==> src/rtl/addsub_sequencer.sv <==
// addsub_sequencer: drives a register-file port to perform one add/subtract
// request at a time (read two sources, compute, write back, report flags).
module addsub_sequencer #(
    parameter int DATA_W     = 16,
    parameter int ADDR_W     = 4,
    parameter bit PROTECT_R0 = 1'b0
) (
    input  logic              clk,
    input  logic              reset,
    input  logic              req_valid,
    output logic              req_ready,
    input  logic              req_op,
    input  logic [ADDR_W-1:0] req_rs_a,
    input  logic [ADDR_W-1:0] req_rs_b,
    input  logic [ADDR_W-1:0] req_rd,
    output logic [ADDR_W-1:0] srcRegA,
    output logic [ADDR_W-1:0] srcRegB,
    input  logic [DATA_W-1:0] outBusA,
    input  logic [DATA_W-1:0] outBusB,
    output logic              regWrite,
    output logic [ADDR_W-1:0] destReg,
    output logic [DATA_W-1:0] writeData,
    output logic              done,
    output logic [DATA_W-1:0] result,
    output logic              flag_c,
    output logic              flag_v,
    output logic              flag_z
);
    typedef enum logic [1:0] {IDLE, READ, EXEC, WRITE} state_t;

    state_t            r_state, w_next;
    logic              r_op;
    logic [ADDR_W-1:0] r_rd;
    logic [DATA_W-1:0] r_op_a, r_op_b;
    logic [DATA_W-1:0] w_b, w_res;
    logic [DATA_W:0]   w_sum;
    logic              w_v;

    always_ff @(posedge clk or negedge reset)
        if (!reset) r_state <= IDLE;
        else        r_state <= w_next;

    always_comb begin
        w_next    = r_state;
        req_ready = 1'b0;
        regWrite  = 1'b0;
        done      = 1'b0;
        unique case (r_state)
            IDLE: begin
                req_ready = 1'b1;
                if (req_valid) w_next = READ;
            end
            READ: w_next = EXEC;
            EXEC: w_next = WRITE;
            WRITE: begin
                w_next   = IDLE;
                done     = 1'b1;
                regWrite = !(PROTECT_R0 && destReg == '0);
            end
        endcase
    end

    // Subtract is A + ~B + 1, so carry out means "no borrow".
    assign w_b   = r_op ? ~r_op_b : r_op_b;
    assign w_sum = {1'b0, r_op_a} + {1'b0, w_b} + (DATA_W+1)'(r_op);
    assign w_res = w_sum[DATA_W-1:0];
    assign w_v   = (r_op_a[DATA_W-1] == w_b[DATA_W-1]) && (w_res[DATA_W-1] != r_op_a[DATA_W-1]);

    always_ff @(posedge clk or negedge reset) begin
        if (!reset) begin
            r_op      <= 1'b0;
            r_rd      <= '0;
            r_op_a    <= '0;
            r_op_b    <= '0;
            srcRegA   <= '0;
            srcRegB   <= '0;
            destReg   <= '0;
            writeData <= '0;
            result    <= '0;
            flag_c    <= 1'b0;
            flag_v    <= 1'b0;
            flag_z    <= 1'b0;
        end else begin
            if (r_state == IDLE && req_valid) begin
                r_op    <= req_op;
                r_rd    <= req_rd;
                srcRegA <= req_rs_a;
                srcRegB <= req_rs_b;
            end
            if (r_state == READ) begin
                r_op_a <= outBusA;
                r_op_b <= outBusB;
            end
            if (r_state == EXEC) begin
                destReg   <= r_rd;
                writeData <= w_res;
                result    <= w_res;
                flag_c    <= w_sum[DATA_W];
                flag_v    <= w_v;
                flag_z    <= (w_res == '0);
            end
        end
    end
endmodule

==> config.mk <==
export PLATFORM = sky130hd
export DESIGN_NAME = addsub_sequencer
export DESIGN_NICKNAME = d
export VERILOG_FILES = /design/src/rtl/addsub_sequencer.sv
export SDC_FILE = /design/constraint.sdc
export NUM_CORES = 1
export LEC_CHECK = 0
export CORE_ASPECT_RATIO = 0.9
export CORE_MARGIN = 1
export CORE_UTILIZATION = 49
export DETAILED_ROUTE_END_ITERATION = 10
export PLACE_DENSITY = 0.8
export SYNTH_ARGS = -nofsm -noshare
export SYNTH_HDL_FRONTEND = slang
export SYNTH_SLANG_ARGS = --single-unit
export TNS_END_PERCENT = 1
==> constraint.sdc <==
create_clock -name clk -period 3.9 [get_ports clk]
set_input_delay 0.39 -clock clk [delete_from_list [all_inputs] [get_ports clk]]
set_output_delay 0.39 -clock clk [all_outputs]
set_load 0.02 [all_outputs]
Word-level counts from Yosys, hierarchy flattened
Cells that the tools add are included.

word-level totals
  input bits = 48
  word-level logic and storage cells = 30
  output and inout port bits = 50
  bits in registers = 70

cells by class
  reduce and logical (&&, ||, !) cells = 4
  add/subtract/negate cells = 2
  equality and inequality tests = 6
  multiplexer cells = 5
  bitwise gates (word level) = 1

operators with widths
  kind                                                                   number
  16-bit by 16-bit adder with 17-bit output                              1
  17-bit by 1-bit adder with 17-bit output                               1
  16-bit logical NOT                                                     1
  16-bit two-way mux                                                     1
  16-bit NOT                                                             1
  2-bit one-hot mux with 4 select lines                                  1
  2-bit equality test, second input constant                             2
  2-bit by 1-bit equality test with 1-bit output, second input constant  1
  1-bit logical AND                                                      2
  2-bit logical NOT                                                      1
  1-bit two-way mux                                                      2
  2-bit two-way mux                                                      1
  2-bit != test, second input constant                                   1
  1-bit equality test                                                    1
  1-bit != test                                                          1

Longest topological paths before layout
Gate-level depths: netlist of the first run.

  depth in word-level cells = 6
  mapped depth = 12
  gate-level depth less buffers = 11

Worst setup path after synthesis of the first run
Ideal clock, no wire load.

  path kind = flip-flop to flip-flop
  from = reg r_op
  to = reg flag_z
  setup time = 0.078 ns
  buffers on the path = 2
  path slack = 0.891 ns
  data arrival time = 2.931 ns
  stages on the path, launching flop included = 13
  clock period less this slack = 3.009 ns
  required time = 3.822 ns
  path through = dfrtp_1 > buf_4 > buf_1 > xor2_1 > ha_1 > a2111oi_4 > o221ai_2 > nand2_2 > o31a_1 > mux2_4 > nor4_1 > nand3b_1 > o2bb2ai_1

on the way
  word-level cells in the longest chain between the ends = 4

RTL lines
  item                                          RTL line  RTL
  start: declaration                            32        logic r_op;
  start signal: assignment                      85        r_op <= req_op;
  16-bit two-way mux                            64        assign w_b = r_op ? ~r_op_b : r_op_b;
  16-bit by 16-bit adder with 17-bit output     65        assign w_sum = {1'b0, r_op_a} + {1'b0, w_b} + (DATA_W+1)'(r_op);
  17-bit by 1-bit adder with 17-bit output (*)  65
  16-bit logical NOT (*)                        100       flag_z <= (w_res == '0);
  end signal: assignment                        100
  end: declaration                              27        output logic flag_z

Every way passes the cells marked *; elsewhere a longest branch is shown, timed or not.
A chain may end at the register's enable or synchronous reset.

Worst setup path in the final report of the first run
Ends and elaborated chain as after synthesis.

==> impl_metrics.json, run 1 <==
{
  "status": "finished, final reports clean",
  "hold_path.class": "in -> async",
  "rows": 29,
  "nNetsFinal": 468,
  "diodes": 0,
  "antenna_found_initial": 0,
  "routed_via_density": 5.34,
  "fin_crit_sh_pct": 77.8,
  "hpwlAfterDp_mm": 5.83,
  "synth_enable_flop_cells": 0,
  "clk_latency_ns": 0.35,
  "crit_path_end_kind": "flop",
  "yosys_warnings": 0,
  "skew_ns": 0.00932,
  "grt_pass1_wl_mm": 13.3,
  "cts.sinks": 70,
  "ys.flop_type": "dfrtp_1",
  "die_w_um": 94.3,
  "synthTopCellsByArea": "dfrtp_1, mux2_2, ha_1, xor2_1, buf_4",
  "critPathMaxFanout": 9,
  "syn_area_per_cell_um2": 11.9,
  "routedWlPerCell_um": 15.9,
  "core-area_mm2": 0.00722,
  "maxCapViolCount": 0,
  "ys_seq_area_share_pct": 46.6,
  "relSlewSlack_pct": 42.0,
  "arrival_ns": 3.32,
  "port_buffers": 97,
  "worstSetupPathType": "reg -> reg",
  "dr_total_vias": 2655,
  "tns_ns": 0,
  "drive_gt1_share_pct": 22.5,
  "cts-root-buf": "clkbuf_8",
  "clk_pin_slew_ns": 0.08,
  "drc": 0,
  "antenna_left": 0,
  "ios": 98,
  "synth.top_cell.area_share_pct": 46.6,
  "grtUsageTotal_pct": 21.8,
  "syn_inst": 315,
  "post_cts_resized": 0,
  "timing.fmax_mhz": 330,
  "ys_ff_latch": 70,
  "htreeDepth": 3,
  "regToRegSetupSlack_ns": 0.87,
  "area_growth_pct": 30.9,
  "finalSetupViolations": 0,
  "synth_area_mm2": 0.00376,
  "worstRegToRegCells": 11,
  "r2r_start": "r_op$_DFFE_PN0P_",
  "post_cts_buffers": 0,
  "grt_pass1_vias": 2748,
  "synthArstFlopShare_pct": 100,
  "cts_tree": "yes",
  "routed_wl_mm": 7.90,
  "grt_overflow": 0,
  "dieHeight_um": 85.1,
  "synth_most_common_cell": "dfrtp_1",
  "r2r-end": "flag_z$_DFFE_PN0P_",
  "clockBufferDepth": 2,
  "synth_top_cell_by_area": "dfrtp_1",
  "worstPathRequired_ns": 4.18,
  "final_core_util_pct": 68.2,
  "start_util_pct": 52.1,
  "dr.pass1.iters": 4,
  "ys_top_cells_by_count": "dfrtp_1, mux2_2, ha_1, xor2_1, buf_4",
  "rsz0062_at_grt": "false",
  "fill_cells": 540,
  "tightestPinTransition_ns": 0.870,
  "hold_violations": 0,
  "gp_congestion": 0.845,
  "start_kind": "flop",
  "period_needed_ns": 3.03,
  "drtIter0Drc": 93,
  "numCtsBuffers": 9,
  "drv_slew": 0,
  "yosys.cell_types.count": 50,
  "syn_nets": 384,
  "dieArea_mm2": 0.00803,
  "cts-hold-fix-buffers": 0,
  "grt_max_degree": 38
}
flip-flops by register name, summed over array words and instances (netlist names), 2 cells and up:
name,count
srcRegB,4
r_op_a,16
srcRegA,4
destReg,4
result,16
r_rd,4
r_op_b,16
r_state,2
kinds of logic after synthesis:
group                    synth area share (%)
AO/OA/AOI/OAI                            10.3
AND/OR/NAND/NOR                          5.52
flip-flops                               46.6
multiplexers                             18.0
buffers and inverters                    5.79
adder cells (fa/ha/maj)                  7.19
XOR/XNOR                                 6.52
cells in the final DEF, fill, tap and decap left out, types with 2 or more instances in the layout:
cell type	count
a21o_1	3
a21oi_1	15
buf_4	3
bufinv_16	2
clkbuf_8	11
clkdlybuf4s50_1	96
dfrtp_1	70
ha_1	20
inv_1	11
mux2_2	58
nand2_1	15
nand2_2	2
nand3_1	3
nor2_1	9
nor3_1	4
nor3b_1	2
nor4_1	2
o211ai_1	2
o21ai_0	13
o31ai_1	2
or2_2	2
xnor2_1	8
xor2_1	20
worst max path at each step:
stage                                 from            endpoint
after CTS                 r_op$_DFFE_PN0P_  flag_z$_DFFE_PN0P_
after floorplan           r_op$_DFFE_PN0P_  flag_z$_DFFE_PN0P_
after global routing      r_op$_DFFE_PN0P_  flag_z$_DFFE_PN0P_
final                     r_op$_DFFE_PN0P_  flag_z$_DFFE_PN0P_
after global placement    r_op$_DFFE_PN0P_  flag_z$_DFFE_PN0P_
after detailed placement  r_op$_DFFE_PN0P_  flag_z$_DFFE_PN0P_
stage by stage:
stage               area, um2  worst slack (ns)  instances  hold WS, ns
floorplan                3760             0.891        315       0.0944
finish                   4920             0.865        497        0.119
CTS                      4920             0.921        497        0.128
global route             4920             0.634        497        0.160
detailed placement       4690             0.937        481        0.478
global placement         4690              1.03        481        0.481
critical path, stage by stage (launching register included):
cell	delay, ns
dfrtp_1	0.57
xor2_1	0.28
inv_1	0.10
fa_1	0.42
nand2b_1	0.19
a21oi_1	0.25
o21ai_0	0.19
a21boi_0	0.29
o211ai_1	0.14
nor4_1	0.30
nand3b_1	0.12
o2bb2ai_1	0.13
metal layers:
metal | share of wire, % | vias to the layer above | GRT usage, %
li1 | - | 1261 | -
met1 | 45 | 1317 | 29.1
met2 | 49 | 68 | 35.4
met3 | 4.7 | 9 | 5.02
met4 | 1.2 | 0 | 6.71
met5 | 0 | - | 0
final cells by class:
cell class                      instances  area, um2  area share [%]
Timing Repair Buffer                  100        988            20.1
Multi-Input combinational cell        207       1790            36.4
Tap cell                               93        116            2.36
Inverter                               11       41.3           0.839
Clock inverter                          5       81.3            1.65
Clock buffer                           11        151            3.08
Sequential cell                        70       1750            35.6
Power of run 1 is left out: the tool's default activity adds up to more than one toggle a clock period on the data nets, which glitch-free logic cannot reach.
==> inputs of run 2 (changes only) <==
- clock period: 3.9 -> 3.1 ns (I/O delays scaled with it)
==> run 2 against run 1 <==
Net effect:
- final cell count stayed put
- first-iteration DRC count is 23% lower
- clock skew is 0.0017 ns lower
- sequential share of layout area is 0.15 points lower
- register-to-register slack worse by 0.66 ns
- core utilization is 0.35 points higher
- clock-buffer cell count is 1 lower
- largest cell class unchanged
==> impl_metrics.json, run 2 (same netlist as run 1, synthesis figures left out) <==
{
  "grtUsageTotal_pct": 21.0,
  "ios": 98,
  "arrival_ns": 3.13,
  "routed_via_density": 5.27,
  "htreeDepth": 3,
  "diodes": 0,
  "drc": 0,
  "dieHeight_um": 85.1,
  "core-area_mm2": 0.00722,
  "gr-usage-met1_pct": 28.0,
  "worstSetupPathType": "reg -> reg",
  "relSlewSlack_pct": 48.3,
  "antenna_left": 0,
  "crit_path_end_kind": "flop",
  "area_growth_pct": 31.5,
  "tightestPinTransition_ns": 0.776,
  "status": "finished, final reports clean",
  "die_w_um": 94.3,
  "cts_tree": "yes",
  "drtIter0Drc": 72,
  "nNetsFinal": 469,
  "skew_ns": 0.00764,
  "dr.pass1.iters": 4,
  "port_buffers": 97,
  "cts.sinks": 70,
  "grt_overflow": 0,
  "final_cell_mix": "clkdlybuf4s50_1, dfrtp_1, mux2_2, xor2_1, ha_1",
  "routed_wl_mm": 7.84,
  "rsz0062_at_grt": "false",
  "cts-root-buf": "clkbuf_8",
  "critPathMaxFanout": 10,
  "reg_top3": "r_op_a: 16 flops, r_op_b: 16 flops, result: 16 flops",
  "rows": 29,
  "finalSetupViolations": 0,
  "clockBufferDepth": 2,
  "routedWlPerCell_um": 15.8,
  "start_kind": "flop",
  "fin_crit_sh_pct": 93.5,
  "timing.fmax_mhz": 345,
  "gp_congestion": 0.841,
  "grt_use_met3_pct": 3.49,
  "period_needed_ns": 2.90,
  "clk_pin_slew_ns": 0.08,
  "grt_max_degree": 38,
  "start_util_pct": 52.1,
  "worstPathRequired_ns": 3.33,
  "grt_pass1_wl_mm": 12.9,
  "post_cts_buffers": 0,
  "dieArea_mm2": 0.00803,
  "hpwlAfterDp_mm": 5.92,
  "busiest_layer": "met2",
  "final_common_cell": "clkdlybuf4s50_1",
  "numCtsBuffers": 9,
  "antenna_found_initial": 0,
  "drive_gt1_share_pct": 23.5,
  "maxCapViolCount": 0,
  "fill_cells": 562,
  "hold_path.class": "in -> async",
  "clk_latency_ns": 0.34,
  "tns_ns": 0,
  "grt_pass1_vias": 2724,
  "hold_violations": 0,
  "drv_slew": 0,
  "dr_total_vias": 2618,
  "grt_use_met2_pct": 34.6
}
run 2: changes by cell type in the layout (fill, tap and decap cells not counted), sizes merged:
| cell | change |
|---|---|
| clkinv | -1 |
| clkinvlp | +1 |
| buf | +1 |
| clkbuf | -1 |
run 2: per-layer routing:
layer | share of wire, % | wire length (um) | up-vias
met2 | 49 | 3830 | 68
met3 | 3.6 | 281 | 11
met5 | 0 | 0 | -
met1 | 46 | 3590 | 1281
li1 | - | - | 1258
met4 | 1.7 | 130 | 0
run 2: final timing paths:
kind / start / slack [ns] / cells after the start / to
max: r_op$_DFFE_PN0P_ / 0.20 / 11 / result[15]$_DFFE_PN0P_
min: reset / 0.04 / 1 / r_op_a[8]$_DFFE_PN0N_
max reg2reg: r_op$_DFFE_PN0P_ / 0.20 / 11 / result[15]$_DFFE_PN0P_
min reg2reg: flag_z$_DFFE_PN0P_ / 0.50 / 1 / flag_z$_DFFE_PN0P_
max in group asynchronous: reset / 2.40 / 2 / r_op$_DFFE_PN0P_
min in group clk: flag_z$_DFFE_PN0P_ / 0.50 / 1 / flag_z$_DFFE_PN0P_
run 2: area by class of cell:
| cell class | instances | area [um2] | share of cell area, % |
|---|---|---|---|
| Clock buffer | 10 | 138 | 2.78 |
| Multi-Input combinational cell | 207 | 1810 | 36.5 |
| Timing Repair Buffer | 101 | 1010 | 20.4 |
| Clock inverter | 5 | 83.8 | 1.69 |
| Tap cell | 93 | 116 | 2.35 |
| Sequential cell | 70 | 1750 | 35.4 |
| Inverter | 11 | 41.3 | 0.835 |
run 2: timing repair:
action,in CTS,in global routing
endpoints found under the setup margin,0,1
resized for setup,0,4
hold buffers,0,0
run 2: through the flow:
step / setup WS [ns] / instances / util [%] / hold slack (ns) / cell area, um2
2_1_floorplan: 0.0913 / 315 / - / 0.0144 / 3760
3_3_place_gp: 0.255 / 482 / 65.2 / 0.425 / 4710
3_5_place_dp: 0.142 / 482 / 65.2 / 0.437 / 4710
4_1_cts: 0.122 / 497 / 68.3 / 0.0696 / 4930
5_1_grt: 0.00253 / 497 / 68.5 / 0.104 / 4950
6_report: 0.201 / 497 / 68.5 / 0.0439 / 4950
run 2: critical path, cell delays in order, from the launching register on:
cell and delay [ns]:
dfrtp_2 0.48, buf_4 0.22, xor2_1 0.17, ha_1 0.38, nand2_2 0.08, o21ai_1 0.20, nand2_2 0.09, o31a_1 0.35
o21ba_1 0.23, o21ai_2 0.18, xor2_1 0.12, mux2_2 0.27
Power of run 2 is left out for the same reason.
==> inputs of run 3 (changes only) <==
==> constraint.sdc (replaced) <==
create_clock -name clk -period 3.1 [get_ports clk]
set_input_delay 0.62 -clock clk [delete_from_list [all_inputs] [get_ports clk]]
set_output_delay 0.62 -clock clk [all_outputs]
set_load 0.02 [all_outputs]
==> run 3 against run 2 <==
Net effect:
- non-clock buffer count unchanged
- first-iteration DRC count up 50%
- critical path depth is the same
- highest routed layer unchanged
- critical endpoint is now flag_z$_DFFE_PN0P_
- wire length is 1.8% lower
- die area unchanged
==> impl_metrics.json, run 3 (same netlist as run 1, synthesis figures left out) <==
{
  "status": "finished, final reports clean",
  "fill_cells": 564,
  "routed_via_density": 5.33,
  "final_common_cell": "clkdlybuf4s50_1",
  "ios": 98,
  "hold_path.class": "in -> async",
  "port_buffers": 97,
  "grt_pass1_wl_mm": 12.9,
  "clk_pin_slew_ns": 0.08,
  "rsz0062_at_grt": "false",
  "clk_latency_ns": 0.34,
  "rows": 29,
  "numCtsBuffers": 9,
  "routed_wl_mm": 7.70,
  "reg_top3": "r_op_a: 16 flops, r_op_b: 16 flops, result: 16 flops",
  "gp_congestion": 0.838,
  "arrival_ns": 3.19,
  "cts_tree": "yes",
  "area_growth_pct": 32.0,
  "hpwlAfterDp_mm": 5.92,
  "tightestPinTransition_ns": 0.758,
  "crit_path_end_kind": "flop",
  "routedWlPerCell_um": 15.5,
  "grt_max_degree": 38,
  "nNetsFinal": 469,
  "grt_overflow": 0,
  "antenna_left": 0,
  "fin_crit_sh_pct": 94.4,
  "htreeDepth": 3,
  "core-area_mm2": 0.00722,
  "maxCapViolCount": 0,
  "relSlewSlack_pct": 49.4,
  "cts.sinks": 70,
  "final_cell_mix": "clkdlybuf4s50_1, dfrtp_1, mux2_2, xor2_1, ha_1",
  "dieHeight_um": 85.1,
  "grtUsageTotal_pct": 21.0,
  "drv_slew": 0,
  "post_cts_buffers": 0,
  "critPathMaxFanout": 10,
  "dr_total_vias": 2655,
  "grt_pass1_vias": 2698,
  "clockBufferDepth": 2,
  "tns_ns": 0,
  "diodes": 0,
  "worstSetupPathType": "reg -> reg",
  "start_kind": "flop",
  "finalSetupViolations": 0,
  "start_util_pct": 52.1,
  "period_needed_ns": 2.92,
  "fin_hold_ws_ns": 0.343,
  "die_w_um": 94.3,
  "final_core_util_pct": 68.8,
  "hold_violations": 0,
  "skew_ns": 0.0115,
  "drtIter0Drc": 108,
  "dr.pass1.iters": 5,
  "drive_gt1_share_pct": 23.0,
  "drc": 0,
  "worstPathRequired_ns": 3.37,
  "timing.fmax_mhz": 342,
  "antenna_found_initial": 0,
  "cts-root-buf": "clkbuf_8",
  "dieArea_mm2": 0.00803
}
## run 3: final cells by class
cell class                 count  area, um2  share of cell area [%]
clock buffer                  11        151                    3.05
clock inverter                 5        104                    2.09
inverter                      11       41.3                   0.832
multi-input combinational    207       1790                    36.1
sequential                    70       1750                    35.3
tap                           93        116                    2.34
timing repair buffer         101       1010                    20.3
## run 3: worst paths after layout
kind | start | end | slack [ns] | cells after the start
max in group asynchronous | reset | result[6]$_DFFE_PN0P_ | 2.10 | 2
worst max-delay path | r_op$_DFFE_PN0P_ | flag_z$_DFFE_PN0P_ | 0.18 | 11
worst max register to register | r_op$_DFFE_PN0P_ | flag_z$_DFFE_PN0P_ | 0.18 | 11
worst min-delay path | reset | r_op_b[10]$_DFFE_PN0N_ | 0.34 | 1
min in group clk | srcRegA[0]$_DFFE_PN0P_ | srcRegA[0]$_DFFE_PN0P_ | 0.51 | 1
worst min register to register | srcRegA[0]$_DFFE_PN0P_ | srcRegA[0]$_DFFE_PN0P_ | 0.51 | 1
## run 3: routing by layer
metal  vias up  share of wire (%)  track usage (%)
met5         -                  0                0
met4         0               0.55             5.31
li1       1271                  -                -
met1      1307                 46             29.3
met2        72                 49             33.5
met3         5                3.9             4.39
## run 3: worst max-delay path, stage by stage (launching register included)
cell       delay [ns]
dfrtp_2          0.47
buf_4            0.22
xor2_1           0.18
ha_1             0.38
nand2_2          0.08
o21ai_1          0.21
nand2_2          0.10
o31a_1           0.35
mux2_4           0.33
nor4_1           0.28
nand3b_1         0.12
o2bb2ai_1        0.14
## run 3: per-stage QoR
step / setup slack, ns / instance area [um2] / std cells
final: 0.175 / 4960 / 498
after global routing: 0.0410 / 4960 / 498
after CTS: 0.134 / 4960 / 498
after detailed placement: 0.154 / 4710 / 482
after global placement: 0.218 / 4710 / 482
after floorplan: 0.0913 / 3760 / 315
## run 3: timing repair
item,CTS,global route
gates resized for setup,0,2
hold buffers,0,0
endpoints found under the setup margin,0,1
Power of run 3 is left out for the same reason.
